--- src/rtl/sdram_port_arbiter_pkg.sv ---
// Shared definitions for the SDRAM port arbiter: FSM encoding, master IDs and
// default bus widths.
package sdram_port_arbiter_pkg;

   localparam int unsigned DEF_ADDR_W = 25;
   localparam int unsigned DEF_DATA_W = 16;

   localparam logic M0 = 1'b0;
   localparam logic M1 = 1'b1;

   typedef enum logic {
      IDLE = 1'b0,
      CMD  = 1'b1
   } arb_state_t;

endpackage

--- src/rtl/sdram_port_arbiter_tag_fifo.sv ---
// Small synchronous FIFO with same-cycle push+pop; holds master IDs of
// outstanding reads so returning data can be routed in issue order.
module tag_fifo #(
   parameter int unsigned DEPTH = 4,
   parameter int unsigned WIDTH = 1
) (
   input  logic             clock,
   input  logic             reset,
   input  logic             push,
   input  logic [WIDTH-1:0] din,
   input  logic             pop,
   output logic [WIDTH-1:0] dout,
   output logic             full,
   output logic             empty
);

   localparam int unsigned PTR_W = (DEPTH > 1) ? $clog2(DEPTH) : 1;
   localparam int unsigned CNT_W = $clog2(DEPTH + 1);

   logic [WIDTH-1:0] mem [DEPTH];
   logic [PTR_W-1:0] wr_ptr;
   logic [PTR_W-1:0] rd_ptr;
   logic [CNT_W-1:0] count;
   logic             do_push;
   logic             do_pop;

   assign full    = (count == CNT_W'(DEPTH));
   assign empty   = (count == '0);
   assign do_pop  = pop & ~empty;
   // A pop frees a slot in the same cycle, so a full FIFO still accepts push+pop.
   assign do_push = push & (~full | do_pop);
   assign dout    = mem[rd_ptr];

   always_ff @(posedge clock) begin
      if (reset) begin
         wr_ptr <= '0;
         rd_ptr <= '0;
         count  <= '0;
      end else begin
         if (do_push)
            wr_ptr <= (wr_ptr == PTR_W'(DEPTH - 1)) ? '0 : wr_ptr + 1'b1;
         if (do_pop)
            rd_ptr <= (rd_ptr == PTR_W'(DEPTH - 1)) ? '0 : rd_ptr + 1'b1;
         case ({do_push, do_pop})
            2'b10:   count <= count + 1'b1;
            2'b01:   count <= count - 1'b1;
            default: count <= count;
         endcase
      end
   end

   always_ff @(posedge clock) begin
      if (do_push)
         mem[wr_ptr] <= din;
   end

endmodule

--- src/rtl/sdram_port_arbiter.sv ---
// Round-robin arbiter sharing one SDRAM controller Avalon-MM port between two
// masters; read data is steered back through an in-order tag queue.
module sdram_port_arbiter
   import sdram_port_arbiter_pkg::*;
#(
   parameter int unsigned ADDR_W   = DEF_ADDR_W,
   parameter int unsigned DATA_W   = DEF_DATA_W,
   parameter int unsigned MAX_PEND = 4
) (
   input  logic                clock,
   input  logic                reset,
   input  logic [ADDR_W-1:0]   m0_address,
   input  logic                m0_read,
   input  logic                m0_write,
   input  logic [DATA_W-1:0]   m0_writedata,
   input  logic [DATA_W/8-1:0] m0_byteenable,
   output logic                m0_waitrequest,
   output logic [DATA_W-1:0]   m0_readdata,
   output logic                m0_readdatavalid,
   input  logic [ADDR_W-1:0]   m1_address,
   input  logic                m1_read,
   input  logic                m1_write,
   input  logic [DATA_W-1:0]   m1_writedata,
   input  logic [DATA_W/8-1:0] m1_byteenable,
   output logic                m1_waitrequest,
   output logic [DATA_W-1:0]   m1_readdata,
   output logic                m1_readdatavalid,
   output logic [ADDR_W-1:0]   s_address,
   output logic [DATA_W-1:0]   s_writedata,
   output logic [DATA_W/8-1:0] s_byteenable,
   output logic                s_read,
   output logic                s_write,
   input  logic                s_waitrequest,
   input  logic [DATA_W-1:0]   s_readdata,
   input  logic                s_readdatavalid,
   output logic                err_orphan
);

   arb_state_t state, state_nxt;
   logic       owner, owner_nxt;
   logic       last, last_nxt;
   logic       elig0, elig1;
   logic       sel_read, sel_write;
   logic       in_cmd, accept;
   logic       tagq_full, tagq_empty, tag_head;

   assign elig0 = m0_write | (m0_read & ~tagq_full);
   assign elig1 = m1_write | (m1_read & ~tagq_full);

   // Owner mux; strobes are additionally qualified by the CMD state.
   assign sel_read     = (owner == M1) ? m1_read : m0_read;
   assign sel_write    = (owner == M1) ? m1_write : m0_write;
   assign s_address    = (owner == M1) ? m1_address : m0_address;
   assign s_writedata  = (owner == M1) ? m1_writedata : m0_writedata;
   assign s_byteenable = (owner == M1) ? m1_byteenable : m0_byteenable;

   assign in_cmd  = (state == CMD) & ~reset;
   assign s_read  = in_cmd & sel_read;
   assign s_write = in_cmd & sel_write;
   assign accept  = in_cmd & ~s_waitrequest & (sel_read | sel_write);

   assign m0_waitrequest = ~(in_cmd & (owner == M0) & ~s_waitrequest);
   assign m1_waitrequest = ~(in_cmd & (owner == M1) & ~s_waitrequest);

   assign m0_readdata      = s_readdata;
   assign m1_readdata      = s_readdata;
   assign m0_readdatavalid = s_readdatavalid & ~reset & ~tagq_empty & (tag_head == M0);
   assign m1_readdatavalid = s_readdatavalid & ~reset & ~tagq_empty & (tag_head == M1);

   always_ff @(posedge clock) begin
      if (reset) begin
         state <= IDLE;
         owner <= M0;
         last  <= M1;
      end else begin
         state <= state_nxt;
         owner <= owner_nxt;
         last  <= last_nxt;
      end
   end

   always_comb begin
      state_nxt = state;
      owner_nxt = owner;
      last_nxt  = last;
      case (state)
         IDLE: begin
            if (elig0 | elig1) begin
               state_nxt = CMD;
               if (elig0 & elig1)
                  owner_nxt = ~last;
               else
                  owner_nxt = elig1 ? M1 : M0;
            end
         end
         CMD: begin
            if (accept) begin
               state_nxt = IDLE;
               last_nxt  = owner;
            end else if (~(sel_read | sel_write)) begin
               // Owner withdrew its request; abandon without a push.
               state_nxt = IDLE;
            end
         end
         default: state_nxt = IDLE;
      endcase
   end

   tag_fifo #(
      .DEPTH (MAX_PEND),
      .WIDTH (1)
   ) u_tagq (
      .clock (clock),
      .reset (reset),
      .push  (accept & sel_read),
      .din   (owner),
      .pop   (s_readdatavalid),
      .dout  (tag_head),
      .full  (tagq_full),
      .empty (tagq_empty)
   );

   always_ff @(posedge clock) begin
      if (reset)
         err_orphan <= 1'b0;
      else if (s_readdatavalid & tagq_empty)
         err_orphan <= 1'b1;
   end

endmodule

--- config.mk ---
export PLATFORM = sky130hd
export DESIGN_NAME = sdram_port_arbiter
export DESIGN_NICKNAME = d
export VERILOG_FILES = /design/src/rtl/sdram_port_arbiter_pkg.sv /design/src/rtl/sdram_port_arbiter_tag_fifo.sv /design/src/rtl/sdram_port_arbiter.sv
export SDC_FILE = /design/constraint.sdc
export NUM_CORES = 1
export LEC_CHECK = 0
export ABC_CLOCK_PERIOD_IN_PS = 4560
export CORE_MARGIN = 4
export CORE_UTILIZATION = 30
export DETAILED_ROUTE_END_ITERATION = 16
export PLACE_DENSITY = 0.87
export SYNTH_ARGS = -nofsm -noshare
export SYNTH_HDL_FRONTEND = slang
export SYNTH_SLANG_ARGS = --single-unit
--- constraint.sdc ---
create_clock -name clock -period 4.56 [get_ports clock]
set_input_delay 0.912 -clock clock [delete_from_list [all_inputs] [get_ports clock]]
set_output_delay 0.912 -clock clock [all_outputs]
set_load 0.02 [all_outputs]
==> out/qor.yml <==
cts:
  cts.sinks: 17
  post_cts_buffers: 0
  cts_tree: "built"
  clockBufferDepth: 2
  clock_latency_ps: 250
  htreeDepth: 1
  cts_buffers: 3
  cts_resized: 0
  root_buffer: "clkbuf_8"
  cts.clk_slew.worst_paths_ps: 70
  ctsHoldBuffers: 0
logic_synthesis:
  synth_warnings: 0
  synth_nets: 292
  syn_area_per_cell_sq_um: 9.731
  ys_seq_area_frac: 0.2234
  syn_area_sq_um: 1703
  ys_seq_elements: 17
  ys_types: 37
  syn_inst: 175
floorplanning:
  pin_count: 192
  dieArea_sq_um: 6946
  die_w_um: 83.34
  rows: 27
  core_sq_um: 5507
  initial_core_util: 0.3092
  die_h_um: 83.34
power_and_ir_drop:
  leakagePower_nw: 1.107
  p_int_mw: 0.4095
  totalPowerFinal_mw: 0.5951
  p_seq_frac: 0.297
  clockPowerShare: 0.189
  p_sw_mw: 0.1856
  p_per_area_nw_per_um2: 198.6
  pwr-share-comb: 0.514
  switching_share: 0.3119
  vdd_drop_max_mv: 0.1220
critical_path:
  startpoint_type: "primary input"
  crit_arrival_ps: 2670
  r2r-start: "owner$_SDFFE_PP0P_"
  crit_type: "primary input to primary output"
  required_ps: 3650
  crit_fanout: 17
  crit_path_start: "reset"
  critPathCaptureType: "primary output"
detailed_routing:
  antenna_left: 0
  routed_wl_um: 5673
  num_vias: 1632
  drc_errors: 0
  vias_per_cell: 4.597
  initialDrtViolationCount: 81
  wl_per_cell_um: 15.98
  first_pass_iters: 4
placement:
  gp_congestion: 0.8288
  post-place-cells: 351
  dp_hpwl_um: 4918
  place_ws_ps: 988.8
  port_buffers: 143
hold_path:
  worstHoldStart: "err_orphan$_SDFFE_PP0P_"
  hold_path_class: "flip-flop to flip-flop"
finish:
  drive_gt1_frac: 0.2120
  n_antenna_cell: 0
  final_cells: 355
  fin_nets: 401
  areaGrowthSynthToFinish_pct: 75.97
sta:
  hold_violations: 0
  fin_crit_ps: 3583
  worst_slew_pin_slew_ps: 591.3
  fin_crit_sh: 0.7857
  rsz0062_at_grt: "no"
  hold-worst-slack_ps: 489.7
  final-max-slew-violation-count: 0
  slew-limit-headroom: 0.6046
  tns_ps: 0
  worst_slack_ps: 977.3
  final-setup-viol-count: 0
  timing.fmax_mhz: 279.1
  finalClockSkew_ps: 7.329
flow_run:
  cap_violations: 0
grt:
  gr-usage-all-layers: 0.1602
  grt_pass1_vias: 1859
  antenna_found_initial: 0
  grt_pass1_wl_um: 9045
  grt_max_degree: 21
  grt.overflow.total: 0
status:
  outcome: "complete, no violations"
## cell families after synthesis
logic type,after synthesis,synth area share
AOI/OAI and AO/OA,13,0.05290
xor gates and xnor gates,2,0.01029
adders and majority gates,7,0.05584
buffers and inverters,50,0.1903
DFF,17,0.2234
muxes,49,0.3328
and+or+nand+nor,37,0.1345
## power groups by stage
stage	sequential, mW	clock, mW	combinational [mW]
2_1_floorplan	0.172	0	0.186
3_3_place_gp	0.179	0	0.303
3_5_place_dp	0.180	0	0.307
4_1_cts	0.177	0.116	0.309
5_1_grt	0.179	0.125	0.326
6_report	0.177	0.112	0.306
## cell usage after synthesis
| cell | number | area, sq um |
|---|---|---|
| a211o_1 | 1 | 8.760 |
| a21oi_1 | 6 | 30.03 |
| a32o_1 | 1 | 10.01 |
| and2_1 | 4 | 25.02 |
| and3_1 | 1 | 6.260 |
| buf_2 | 4 | 20.02 |
| buf_4 | 33 | 247.7 |
| buf_6 | 1 | 11.26 |
| clkbuf_1 | 3 | 11.26 |
| dfxtp_1 | 13 | 260.3 |
| edfxtp_1 | 4 | 120.1 |
| fa_1 | 1 | 20.02 |
| ha_1 | 6 | 75.07 |
| inv_1 | 8 | 30.03 |
| inv_2 | 1 | 3.750 |
| mux2_2 | 43 | 484.2 |
| mux2_4 | 2 | 30.03 |
| mux2i_1 | 3 | 30.03 |
| mux4_2 | 1 | 22.52 |
| nand2_1 | 2 | 7.510 |
| nand2b_1 | 1 | 6.260 |
| nand2b_4 | 1 | 13.76 |
| nor2_1 | 15 | 56.30 |
| nor3_1 | 3 | 15.01 |
| nor3b_1 | 1 | 7.510 |
| nor4_1 | 1 | 6.260 |
| nor4_4 | 1 | 21.27 |
| nor4b_1 | 1 | 8.760 |
| nor4b_2 | 2 | 30.03 |
| o21ai_0 | 1 | 5.000 |
| o22ai_1 | 1 | 6.260 |
| o311ai_0 | 1 | 8.760 |
| o31ai_2 | 1 | 12.51 |
| o41ai_1 | 1 | 8.760 |
| or2_2 | 1 | 6.260 |
| or3_1 | 3 | 18.77 |
| xor2_1 | 2 | 17.52 |
## path summary, 6_finish.rpt
kind / cells after the start / endpoint / slack, ps
worst max-delay path: 3 / m0_waitrequest / 980
worst max register to register: 10 / u_tagq.count[2]$_SDFFE_PP0P_ / 1730
worst min-delay path: 2 / err_orphan$_SDFFE_PP0P_ / 490
worst min register to register: 2 / err_orphan$_SDFFE_PP0P_ / 490
## routing by layer
metal,global-route usage,wire length [um]
met5,0,0
met4,0.04012,75
met3,0.07440,643
met2,0.2966,2988
met1,0.1609,1966
## per-stage QoR
| step | util | area (sq um) |
|---|---|---|
| after floorplan | - | 1703 |
| after global placement | 0.5358 | 2950 |
| after detailed placement | 0.5358 | 2950 |
| after CTS | 0.5442 | 2997 |
| after global routing | 0.5442 | 2997 |
| final | 0.5442 | 2997 |
## cell type report
| type | count | area [sq um] |
|---|---|---|
| sequential | 17 | 381.6 |
| timing repair buffer | 145 | 1446 |
| fill | 474 | 2510 |
| clock inverter | 1 | 5.005 |
| inverter | 9 | 33.78 |
| clock buffer | 3 | 41.29 |
| tap | 72 | 90.09 |
| multi-input combinational | 108 | 998.5 |
## worst max-delay path: stages
cell             delay (ps)
clkdlybuf4s50_1         710
or3_1                   490
clkdlybuf4s50_1         560
## cells in the final DEF (no fill, tap or decap), types with 2 or more instances in the layout
cell type	instances
a21oi_1	6
and2_1	4
buf_4	2
clkbuf_8	3
clkdlybuf4s50_1	143
dfxtp_1	12
edfxtp_1	4
ha_1	6
inv_1	8
mux2_2	43
mux2_4	2
mux2i_1	3
nand2_1	2
nor2_1	15
nor3_1	3
nor4b_2	2
or3_1	3
xor2_1	2
No activity file was read; power rests on OpenSTA's default activity.
